### src/rtl/fetch_prefetch_unit.sv
`default_nettype none
// ============================================================================
// Module      : fetch_prefetch_unit
// Description : Instruction-fetch stage. Generates sequential PCs, issues reads
//               to a 1-cycle-latency synchronous instruction memory, buffers the
//               returned {pc, inst} pairs in a DEPTH-entry FIFO and hands them
//               to decode over valid/ready. A redirect flushes the queue, drops
//               the in-flight read and restarts fetch at the target.
// Revision    : 1.0 - initial release
// ============================================================================
module fetch_prefetch_unit #(
  parameter int ADDR_W   = 8,
  parameter int INST_W   = 8,
  parameter int DEPTH    = 4,
  parameter int RESET_PC = 0
) (
  input  logic              clock,
  input  logic              reset_n,
  output logic              imem_req,
  output logic [ADDR_W-1:0] imem_addr,
  input  logic [INST_W-1:0] imem_rdata,
  input  logic              redirect_valid,
  input  logic [ADDR_W-1:0] redirect_pc,
  output logic              out_valid,
  input  logic              out_ready,
  output logic [INST_W-1:0] out_inst,
  output logic [ADDR_W-1:0] out_pc,
  output logic [ADDR_W-1:0] out_pc_next
);

  localparam int PTR_W = (DEPTH > 1) ? $clog2(DEPTH) : 1;
  localparam int CNT_W = $clog2(DEPTH + 1);
  localparam int OCC_W = CNT_W + 1;

  localparam logic [ADDR_W-1:0] C_RESET_PC = ADDR_W'(RESET_PC);
  localparam logic [ADDR_W-1:0] C_PC_ONE   = ADDR_W'(1);
  localparam logic [OCC_W-1:0]  C_DEPTH    = OCC_W'(DEPTH);
  localparam logic [CNT_W-1:0]  C_CNT_ONE  = CNT_W'(1);
  localparam logic [PTR_W-1:0]  C_PTR_ONE  = PTR_W'(1);

  // Fetch / request state
  logic [ADDR_W-1:0] r_fetch_pc;
  logic [ADDR_W-1:0] r_req_pc;
  logic              r_inflight;

  // FIFO state
  logic [CNT_W-1:0]  r_count;
  logic [PTR_W-1:0]  r_wr_ptr;
  logic [PTR_W-1:0]  r_rd_ptr;
  logic [INST_W-1:0] r_fifo_inst [DEPTH];
  logic [ADDR_W-1:0] r_fifo_pc   [DEPTH];

  logic [OCC_W-1:0]  w_occupancy;
  logic              w_issue;
  logic              w_push;
  logic              w_pop;
  logic [CNT_W-1:0]  w_count_next;

  // Credit-based issue: an outstanding read reserves its FIFO slot, so the
  // response can always be written. Reset gating keeps the request low while
  // reset is asserted, before any clock edge arrives.
  always_comb begin
    w_occupancy = {1'b0, r_count} + OCC_W'(r_inflight);
    w_issue     = reset_n && !redirect_valid && (w_occupancy < C_DEPTH);
    w_push      = r_inflight && !redirect_valid;
    w_pop       = (r_count != '0) && out_ready && !redirect_valid;
  end

  // Occupancy after this edge's push and/or pop
  always_comb begin
    w_count_next = r_count;
    case ({w_push, w_pop})
      2'b10:   w_count_next = r_count + C_CNT_ONE;
      2'b01:   w_count_next = r_count - C_CNT_ONE;
      default: w_count_next = r_count;
    endcase
  end

  // Control state: redirect overrides every push, pop and issue at its edge
  always_ff @(posedge clock or negedge reset_n) begin
    if (!reset_n) begin
      r_fetch_pc <= C_RESET_PC;
      r_req_pc   <= C_RESET_PC;
      r_inflight <= 1'b0;
      r_count    <= '0;
      r_wr_ptr   <= '0;
      r_rd_ptr   <= '0;
    end else if (redirect_valid) begin
      r_fetch_pc <= redirect_pc;
      r_inflight <= 1'b0;
      r_count    <= '0;
      r_wr_ptr   <= '0;
      r_rd_ptr   <= '0;
    end else begin
      r_count <= w_count_next;
      if (w_push) begin
        r_wr_ptr <= r_wr_ptr + C_PTR_ONE;
      end
      if (w_pop) begin
        r_rd_ptr <= r_rd_ptr + C_PTR_ONE;
      end
      if (w_issue) begin
        r_inflight <= 1'b1;
        r_req_pc   <= r_fetch_pc;
        r_fetch_pc <= r_fetch_pc + C_PC_ONE;
      end else begin
        r_inflight <= 1'b0;
      end
    end
  end

  // FIFO storage: contents are don't-care after reset, so no reset is applied
  always_ff @(posedge clock) begin
    if (w_push) begin
      r_fifo_inst[r_wr_ptr] <= imem_rdata;
      r_fifo_pc[r_wr_ptr]   <= r_req_pc;
    end
  end

  // Output drive: memory port and FIFO head
  always_comb begin
    imem_req    = w_issue;
    imem_addr   = r_fetch_pc;
    out_valid   = (r_count != '0);
    out_inst    = r_fifo_inst[r_rd_ptr];
    out_pc      = r_fifo_pc[r_rd_ptr];
    out_pc_next = r_fifo_pc[r_rd_ptr] + C_PC_ONE;
  end

endmodule
`default_nettype wire

### config.mk
export PLATFORM = sky130hd
export DESIGN_NAME = fetch_prefetch_unit
export DESIGN_NICKNAME = d
export VERILOG_FILES = /design/src/rtl/fetch_prefetch_unit.sv
export SDC_FILE = /design/constraint.sdc
export NUM_CORES = 1
export LEC_CHECK = 0
export CAP_MARGIN = 25
export CORE_ASPECT_RATIO = 1.75
export CORE_MARGIN = 5
export CORE_UTILIZATION = 58
export CTS_BUF_LIST = sky130_fd_sc_hd__clkbuf_4 sky130_fd_sc_hd__clkbuf_8 sky130_fd_sc_hd__clkbuf_16
export DETAILED_ROUTE_END_ITERATION = 12
export PLACE_DENSITY = 0.9
export SLEW_MARGIN = 20
export SYNTH_ARGS = -nofsm -noshare
export SYNTH_HDL_FRONTEND = slang
export SYNTH_SLANG_ARGS = --single-unit
### constraint.sdc
create_clock -name clock -period 4.11 [get_ports clock]
set_input_delay 1.233 -clock clock [delete_from_list [all_inputs] [get_ports clock]]
set_output_delay 1.233 -clock clock [all_outputs]
set_load 0.01 [all_outputs]
==> impl_metrics.json <==
{
  "outcome": "finished clean",
  "placed_area_sq_mm": 0.004312,
  "drive_above_1_share_pct": 14.14,
  "synth_top_area_share_pct": 52.39,
  "clock-sinks": 88,
  "cp_max_fo": 10,
  "dr.first_iter.drc_count": 80,
  "die_y_microns": 115.2,
  "synth_compound_area_share_pct": 4.434,
  "core_area_sq_mm": 0.006181,
  "hold_viol": 0,
  "fin_nets": 319,
  "crit_start": "r_rd_ptr[0]$_DFFE_PN0P_",
  "rows": 38,
  "period_share_pct": 95.54,
  "synth_adder_area_share_pct": 2.592,
  "rsz0062_at_grt": "no",
  "via_per_inst": 5.581,
  "vias": 2104,
  "synth_area_sq_mm": 0.003669,
  "slowest_stage": "dfrtp_1",
  "grt_usage_pct": 17.48,
  "dieArea_sq_mm": 0.008079,
  "synth_ff_type": "edfxtp_1",
  "ys_ff_latch": 88,
  "cts-root-buf": "clkbuf_8",
  "synth-simple-area-share_pct": 9.106,
  "dpl.hpwl_microns": 4559,
  "period_minus_slack_ps": 3927,
  "holdBufCountCts": 0,
  "drc": 0,
  "worst_slew_pin_slew_ps": 817.2,
  "path_buf_inv": 1,
  "cts.clk_slew.worst_paths_ps": 80,
  "place_congestion": 0.8178,
  "crit_type": "reg -> out",
  "irDropWorstVdd_v": 0.0003459,
  "slew_violations": 0,
  "cts_buffers": 9,
  "dp_slack_ps": 321.1,
  "cap_viol_max_count": 0,
  "synth-edff-count": 64,
  "holdCritStartpoint": "r_req_pc[1]$_DFFE_PN0P_",
  "portBuffers": 53,
  "post_synth_num_cell_types": 38,
  "crit_path_max_incr_delay_ps": 680,
  "routed_wl_microns": 6407,
  "async_flop_share_pct": 27.27,
  "diodes": 0,
  "cp.required_ps": 2880,
  "synth_area_leaders": "edfxtp_1, dfrtp_1, mux4_2",
  "critPathLaunchType": "flip-flop",
  "synth_top_family_by_area": "multiplexers",
  "synth_common_cells": "edfxtp_1, nand2_1, dfrtp_1",
  "end_kind": "output pin",
  "initial_core_util_pct": 59.35,
  "cts_tree": "yes",
  "cts_buffer_depth": 2,
  "yosysSeqAreaShare_pct": 68.76,
  "ys_warn_count": 0,
  "synthCells": 229,
  "yosysMostFrequentCell": "edfxtp_1",
  "syn_nets": 256,
  "grt-ovfl-total": 0,
  "fp.dieW_microns": 70.12,
  "cp_top_family": "flip-flops",
  "synth_top_area_cell": "edfxtp_1",
  "postRouteAntennaNets": 0,
  "powerDensity_mw_per_mm2": 510.9,
  "synth_mux_area_share_pct": 10.47,
  "cp.arrival_ps": 2690,
  "grt_antenna_before_repair": 0,
  "layout_setup_ws_ps": 183.4,
  "grt_max_degree": 26,
  "area_delta_synth_final_pct": 22.61,
  "ios": 54,
  "timing.rr.start": "r_count[0]$_DFFE_PN0P_",
  "post_cts_buffers": 0,
  "clock.fmax_mhz": 254.7,
  "cts_resized": 0,
  "synthXorXnorAreaFrac_pct": 2.626,
  "wl_per_cell_microns": 16.99,
  "max_slew_margin_pct": 45.52,
  "grt_pass1_wl_microns": 10730,
  "final.setup.tns_ps": 0,
  "grt_pass1_vias": 2194,
  "hp-class": "reg -> reg",
  "skew_ps": 6.806,
  "worstSkewPairLatency_ps": 350,
  "drt-pass1-iter-count": 4,
  "fillCellCount": 408,
  "final_core_util_pct": 72.77,
  "h-tree-depth": 3,
  "synth_area_per_cell_sq_um": 16.02,
  "leakage_nw": 1.667,
  "fin_area_sq_mm": 0.004498,
  "critical_path.cell_chain": "mux4_2, ha_1, nand4_1, xnor2_1, clkdlybuf4s50_1",
  "finalSetupViolCount": 0
}
## per-layer routing
| metal | GRT usage [%] | vias up | wire (microns) |
|---|---|---|---|
| met5 | 0 | - | 0 |
| met4 | 7.673 | 0 | 159 |
| met3 | 4.899 | 13 | 300 |
| met2 | 30.57 | 58 | 3546 |
| met1 | 20.00 | 1040 | 2400 |
| li1 | - | 993 | - |
## stage by stage
step,std cells,power (mW),hold WS (ps)
after floorplan,229,1.483,475.8
final,377,2.298,523.6
after global routing,377,2.427,545.6
after global placement,361,1.740,490.6
after CTS,377,2.327,520.6
after detailed placement,361,1.769,506.6
## final timing paths
| path | slack [ps] | cells past startpoint | end |
|---|---|---|---|
| max in group asynchronous | 2560 | 2 | r_wr_ptr[0]$_DFFE_PN0P_ |
| worst min-delay path | 520 | 0 | r_fifo_pc[1][1]$_DFFE_PP_ |
| worst max register to register | 2150 | 6 | r_count[2]$_DFFE_PN0P_ |
| min in group asynchronous | 1300 | 2 | r_req_pc[4]$_DFFE_PN0P_ |
| worst min register to register | 520 | 0 | r_fifo_pc[1][1]$_DFFE_PP_ |
| worst max-delay path | 180 | 5 | out_pc_next[6] |
## final cells by class
cell class                 instances  area (sq um)  share of cell area [%]
clock buffer                      11         138.9                   3.088
tap                               80         100.1                   2.225
inverter                           7         26.28                  0.5841
clock inverter                     5         47.55                   1.057
multi-input combinational        125          1072                   23.84
timing repair buffer              61         590.6                   13.13
sequential                        88          2522                   56.08
## kinds of logic after synthesis
kind of cell | Yosys count
DFF | 88
AOI/OAI and AO/OA | 20
adders and majority gates | 7
muxes | 18
buffers and inverters | 16
xor gates and xnor gates | 11
and+or+nand+nor | 69
## flip-flops by register name, summed over array words and instances, names as in the netlist
signal       flops
r_inflight       1
r_count          3
r_fifo_inst     32
imem_addr        8
r_wr_ptr         2
r_req_pc         8
r_fifo_pc       32
r_rd_ptr         2
## layout by cell type (no fill, tap or decap), types with 4 or more instances in the layout
cell type / n
nor2_1: 7
and3_1: 5
mux4_2: 15
buf_4: 8
dfrtp_1: 24
ha_1: 6
clkdlybuf4s50_1: 53
edfxtp_1: 64
o21ai_0: 4
nand3_1: 6
xnor2_1: 7
xor2_1: 4
and2_1: 5
nand2_1: 31
inv_1: 7
nor3_1: 5
clkbuf_8: 9
## report_power, final
| part | switching [mW] | total, mW | internal [mW] |
|---|---|---|---|
| clock | 0.269 | 0.557 | 0.288 |
| sequential | 0.103 | 1.17 | 1.07 |
| combinational | 0.249 | 0.572 | 0.323 |
## worst reg2reg max path, cell delays in order (launching register included)
cell and delay (ps):
dfrtp_1 470, o31ai_4 380, nor3_1 100, fa_1 390, nor3_1 240, o21ai_0 130, nor3b_1 150
Note: power is estimated with default switching activity, not from simulation.
